**src/rtl/maq_m.sv**
```systemverilog
// Minutes stage of a digital clock: BCD 00..59 counter advanced by the seconds
// carry in RUN, or adjusted by debounced inc/dec buttons in SET.
module maq_m #(
  parameter int unsigned DEBOUNCE_CYCLES = 4
) (
  input  logic       maqm_clock,
  input  logic       maqm_reset,
  input  logic       maqm_enable,
  input  logic       maqm_add_min,
  input  logic       maqm_set_mode,
  input  logic       maqm_btn_inc,
  input  logic       maqm_btn_dec,
  output logic [3:0] maqm_uni,
  output logic [2:0] maqm_dez,
  output logic       maqm_add_hour,
  output logic       maqm_setting
);

  typedef enum logic {
    ST_RUN = 1'b0,
    ST_SET = 1'b1
  } state_e;

  localparam logic [15:0] DB_LAST = 16'(DEBOUNCE_CYCLES - 1);

  state_e state_q, state_d;
  logic   setting_q, setting_d;
  logic   set_meta_q, set_sync_q;

  // Index 0 is the increment button, index 1 the decrement button.
  logic [1:0]       btn_raw;
  logic [1:0]       btn_meta_q, btn_sync_q;
  logic [1:0]       db_q, db_d;
  logic [1:0]       pulse_q, pulse_d;
  logic [1:0][15:0] cnt_q, cnt_d;

  logic [3:0] uni_q, uni_d;
  logic [2:0] dez_q, dez_d;
  logic       tick, at_59, adj_inc, adj_dec;

  // State register plus all synchronizer, debouncer and digit flops.
  always_ff @(posedge maqm_clock) begin
    if (!maqm_reset) begin
      state_q    <= ST_RUN;
      setting_q  <= 1'b0;
      set_meta_q <= 1'b0;
      set_sync_q <= 1'b0;
      btn_meta_q <= '0;
      btn_sync_q <= '0;
      db_q       <= '0;
      pulse_q    <= '0;
      cnt_q      <= '0;
      uni_q      <= '0;
      dez_q      <= '0;
    end else begin
      state_q    <= state_d;
      setting_q  <= setting_d;
      set_meta_q <= maqm_set_mode;
      set_sync_q <= set_meta_q;
      btn_meta_q <= btn_raw;
      btn_sync_q <= btn_meta_q;
      db_q       <= db_d;
      pulse_q    <= pulse_d;
      cnt_q      <= cnt_d;
      uni_q      <= uni_d;
      dez_q      <= dez_d;
    end
  end

  always_comb begin
    state_d = set_sync_q ? ST_SET : ST_RUN;
  end

  // Registered so maqm_setting tracks the state register exactly.
  always_comb begin
    setting_d = (state_d == ST_SET);
  end

  always_comb begin
    btn_raw = {maqm_btn_dec, maqm_btn_inc};
    db_d    = db_q;
    cnt_d   = cnt_q;
    for (int unsigned i = 0; i < 2; i++) begin
      if (btn_sync_q[i] == db_q[i]) begin
        cnt_d[i] = '0;
      end else if (cnt_q[i] == DB_LAST) begin
        db_d[i]  = btn_sync_q[i];
        cnt_d[i] = '0;
      end else begin
        cnt_d[i] = cnt_q[i] + 16'd1;
      end
    end
    pulse_d = db_d & ~db_q;
  end

  always_comb begin
    tick    = maqm_enable & maqm_add_min & (state_q == ST_RUN);
    at_59   = (dez_q == 3'd5) && (uni_q == 4'd9);
    adj_inc = (state_q == ST_SET) & pulse_q[0] & ~pulse_q[1];
    adj_dec = (state_q == ST_SET) & pulse_q[1] & ~pulse_q[0];
    uni_d   = uni_q;
    dez_d   = dez_q;
    if (tick || adj_inc) begin
      if (uni_q < 4'd9) begin
        uni_d = uni_q + 4'd1;
      end else begin
        uni_d = '0;
        dez_d = (dez_q < 3'd5) ? dez_q + 3'd1 : '0;
      end
    end else if (adj_dec) begin
      if (uni_q != 4'd0) begin
        uni_d = uni_q - 4'd1;
      end else begin
        uni_d = 4'd9;
        dez_d = (dez_q == 3'd0) ? 3'd5 : dez_q - 3'd1;
      end
    end
  end

  assign maqm_add_hour = maqm_reset & tick & at_59;
  assign maqm_uni      = uni_q;
  assign maqm_dez      = dez_q;
  assign maqm_setting  = setting_q;

endmodule

```
**config.mk**
```make
export PLATFORM = sky130hd
export DESIGN_NAME = maq_m
export DESIGN_NICKNAME = d
export VERILOG_FILES = /design/src/rtl/maq_m.sv
export SDC_FILE = /design/constraint.sdc
export NUM_CORES = 1
export LEC_CHECK = 0
export CAP_MARGIN = 20
export CORE_MARGIN = 2
export CORE_UTILIZATION = 45
export DETAILED_ROUTE_END_ITERATION = 10
export GPL_ROUTABILITY_DRIVEN = 0
export MAX_ROUTING_LAYER = met4
export REMOVE_ABC_BUFFERS = 1
export SLEW_MARGIN = 20
export SYNTH_ARGS = -nofsm -noshare
export SYNTH_HDL_FRONTEND = slang
export SYNTH_SLANG_ARGS = --single-unit
```
**constraint.sdc**
```tcl
create_clock -name maqm_clock -period 3 [get_ports maqm_clock]
set_clock_uncertainty 0.05 [all_clocks]
set_input_delay 0.3 -clock maqm_clock [delete_from_list [all_inputs] [get_ports maqm_clock]]
set_output_delay 0.3 -clock maqm_clock [all_outputs]
set_load 0.03 [all_outputs]
```
==> impl_metrics.py <==
metrics = {
    "detailed_routing": {
        "drtIter0Drc": 130,
        "dr.pass1.iters": 4,
        "viasPerCell": 5.393,
        "antenna_left": 0,
        "wl_per_cell_um": 12.55,
        "route.detailed.drc": 0,
        "routed_wl_um": 4632,
        "vias": 1990,
    },
    "worst_setup_path": {
        "path_max_fanout": 9,
        "cpPeakStageDelay_ps": 690,
        "crit_start": "maqm_uni[0]",
        "endpoint_kind": "primary output",
        "cpMaxStageDelayCell": "clkdlybuf4s50_1",
        "path_class": "reg -> out",
        "worst_ep_arrival_time_ps": 1940,
        "worst-path-buf-inv": 1,
        "startpoint_type": "flop",
        "r2r_slack_ps": 1050,
        "critPathTopFamily": "buffers and inverters",
        "reg2reg_from": "cnt_q[0]",
        "crit_chain": "ha_1 -> nand4b_1 -> nor3_1 -> clkdlybuf4s50_1",
        "crit_required_ps": 2650,
    },
    "sta": {
        "finalCritPeriodShare_pct": 76.19,
        "hold_viol": 0,
        "setup_violations": 0,
        "fin_setup_tns_ps": 0,
        "clock.fmax_mhz": 437.5,
        "setup_slack_ps": 714.2,
        "grt_setup_unrepaired": "false",
        "slew_viol_final": 0,
        "relSlewSlack_pct": 57.91,
        "tightest_slew_ps": 629.6,
        "fin_crit_ps": 2286,
    },
    "cells_and_area": {
        "area_growth_syn_to_layout_pct": 13.89,
        "stdcell_area_um2": 2780,
        "n_antenna_cell": 0,
        "drive_gt1_share_pct": 5.017,
        "nets": 315,
        "final_common_cell": "dfxtp_1",
        "fin_util_pct": 53.75,
        "final_cells": 369,
        "layout_common_cells": "50 x dfxtp_1, 36 x nor2_1, 20 x nand2_1, 18 x xnor2_1, 15 x clkdlybuf4s50_1",
    },
    "placement": {
        "io_buffer_count": 15,
        "place_hpwl_um": 3219,
        "dp.cells": 361,
        "place_ws_ps": 804.1,
        "dpl_cell_area_um2": 2659,
    },
    "synth": {
        "ys_ff_latch": 50,
        "async_reset_ff_share_pct": 0,
        "syn_inst": 283,
        "yosysTopAreaCellShare_pct": 41.00,
        "synth_area_leaders": "dfxtp_1 41%, xnor2_1 6.5%, nor2_1 5.5%, ha_1 5.1%, xor2_1 3.6%",
        "synth.avg_cell_area_um2": 8.626,
        "synth_area_leader_cell": "dfxtp_1",
        "synth_area_um2": 2441,
        "ys_types": 47,
        "synth-edff-count": 0,
        "synth-main-ff-cell": "dfxtp_1",
        "yosys_warnings": 0,
        "ys_seq_area_share_pct": 41.00,
    },
    "clock_network": {
        "ctsHtreeMaxLevel": 2,
        "tritoncts": "done",
        "cts_hold_buf": 0,
        "post_cts_buffers": 0,
        "cts.repair.resized": 0,
        "clkSinkCount": 50,
        "clock_latency_ps": 300,
        "cts_buffers": 5,
        "cts-root-buf": "clkbuf_8",
        "clk_pin_slew_ps": 90,
        "clockBufferDepth": 2,
    },
    "die": {
        "fp-row-count": 26,
        "die_area_um2": 6030,
        "dieWidth_um": 77.65,
        "pin_count": 16,
        "initial_core_util_pct": 47.19,
        "fp.dieH_um": 77.65,
        "core_area_um2": 5172,
    },
    "global_route": {
        "grt_pass1_wl_um": 8362,
        "antenna_found_initial": 0,
        "grt_usage_pct": 17.51,
        "grt_start_max_net_pins": 20,
        "grt_pass1_vias": 1794,
        "grt-ovfl-total": 0,
    },
    "min_path": {
        "hp-start": "set_sync_q",
        "worst_hold_path_type": "reg -> reg",
    },
    "power_and_ir_drop": {
        "p_leak_nw": 0.9285,
        "ir_worst_vdd_v": 0.0002974,
        "power_density_nw_per_um2": 471.5,
    },
    "job": {
        "maxCapViolCount": 0,
    },
    "run_status": {
        "status": "finished clean",
    },
}
-- sequential cells by signal, indices dropped and copies added (netlist names) --
signal        flops
set_sync_q        1
pulse_q           2
maqm_setting      1
set_meta_q        1
db_q              2
maqm_dez          3
btn_meta_q        2
btn_sync_q        2
maqm_uni          4
cnt_q            32
-- report_power, final --
group          internal (W)  total, W  switching, W
sequential         0.000674  0.000692     0.0000176
combinational     0.0000533  0.000118     0.0000646
clock              0.000274  0.000501      0.000227
total               0.00100   0.00131      0.000309
-- cell type report --
cell class | instances | area (um2)
Tap cell | 70 | 87.58
Clock buffer | 6 | 82.58
Inverter | 12 | 45.04
Sequential cell | 50 | 1001
Fill cell | 495 | 2392
Multi-Input combinational cell | 212 | 1360
Clock inverter | 2 | 38.79
Timing Repair Buffer | 17 | 165.2
-- metrics by stage --
step           total power [W]  hold slack (ps)
4_1_cts               0.001329            398.0
2_1_floorplan        0.0007768            361.8
3_5_place_dp         0.0008252            375.4
5_1_grt               0.001374            414.1
6_report              0.001311            393.1
3_3_place_gp         0.0008258            366.8
-- final timing paths --
check | endpoint | cells past startpoint
setup / recovery | maqm_add_hour | 4
hold / removal | maqm_setting | 1
setup reg to reg | cnt_q[6] | 5
hold reg to reg | maqm_setting | 1
-- kinds of logic (layout without fill, tap and decap cells) --
logic type	Yosys count	count (layout)	synth area share [%]
simple gates	130	130	28.35
flops	50	50	41.00
compound gates	40	40	10.56
xor+xnor	28	28	10.05
buf+inv	21	37	3.280
fa+ha+maj	10	10	5.126
mux	4	4	1.640
-- cell usage after synthesis, types with 3 or more instances --
cell,instances
clkbuf_1,8
nor4_1,10
a211oi_1,4
nand3_1,12
nor3_1,10
and2_1,7
nand2_1,20
and4_1,3
dfxtp_1,50
inv_1,12
nor4b_1,4
nor2_1,36
and3b_1,3
or3_1,5
mux2i_1,4
xor2_1,10
a21oi_1,11
xnor2_1,18
nand4_1,8
ha_1,10
o21ai_0,10
-- per-layer routing --
metal / track usage, % / wire length (um) / vias up
met1: 23.76 / 2347 / 914
met3: 4.651 / 200 / 9
met5: - / 0 / -
met2: 24.57 / 2002 / 39
li1: - / - / 1028
met4: 7.321 / 82 / 0
No activity file was read; power rests on OpenSTA's default activity.
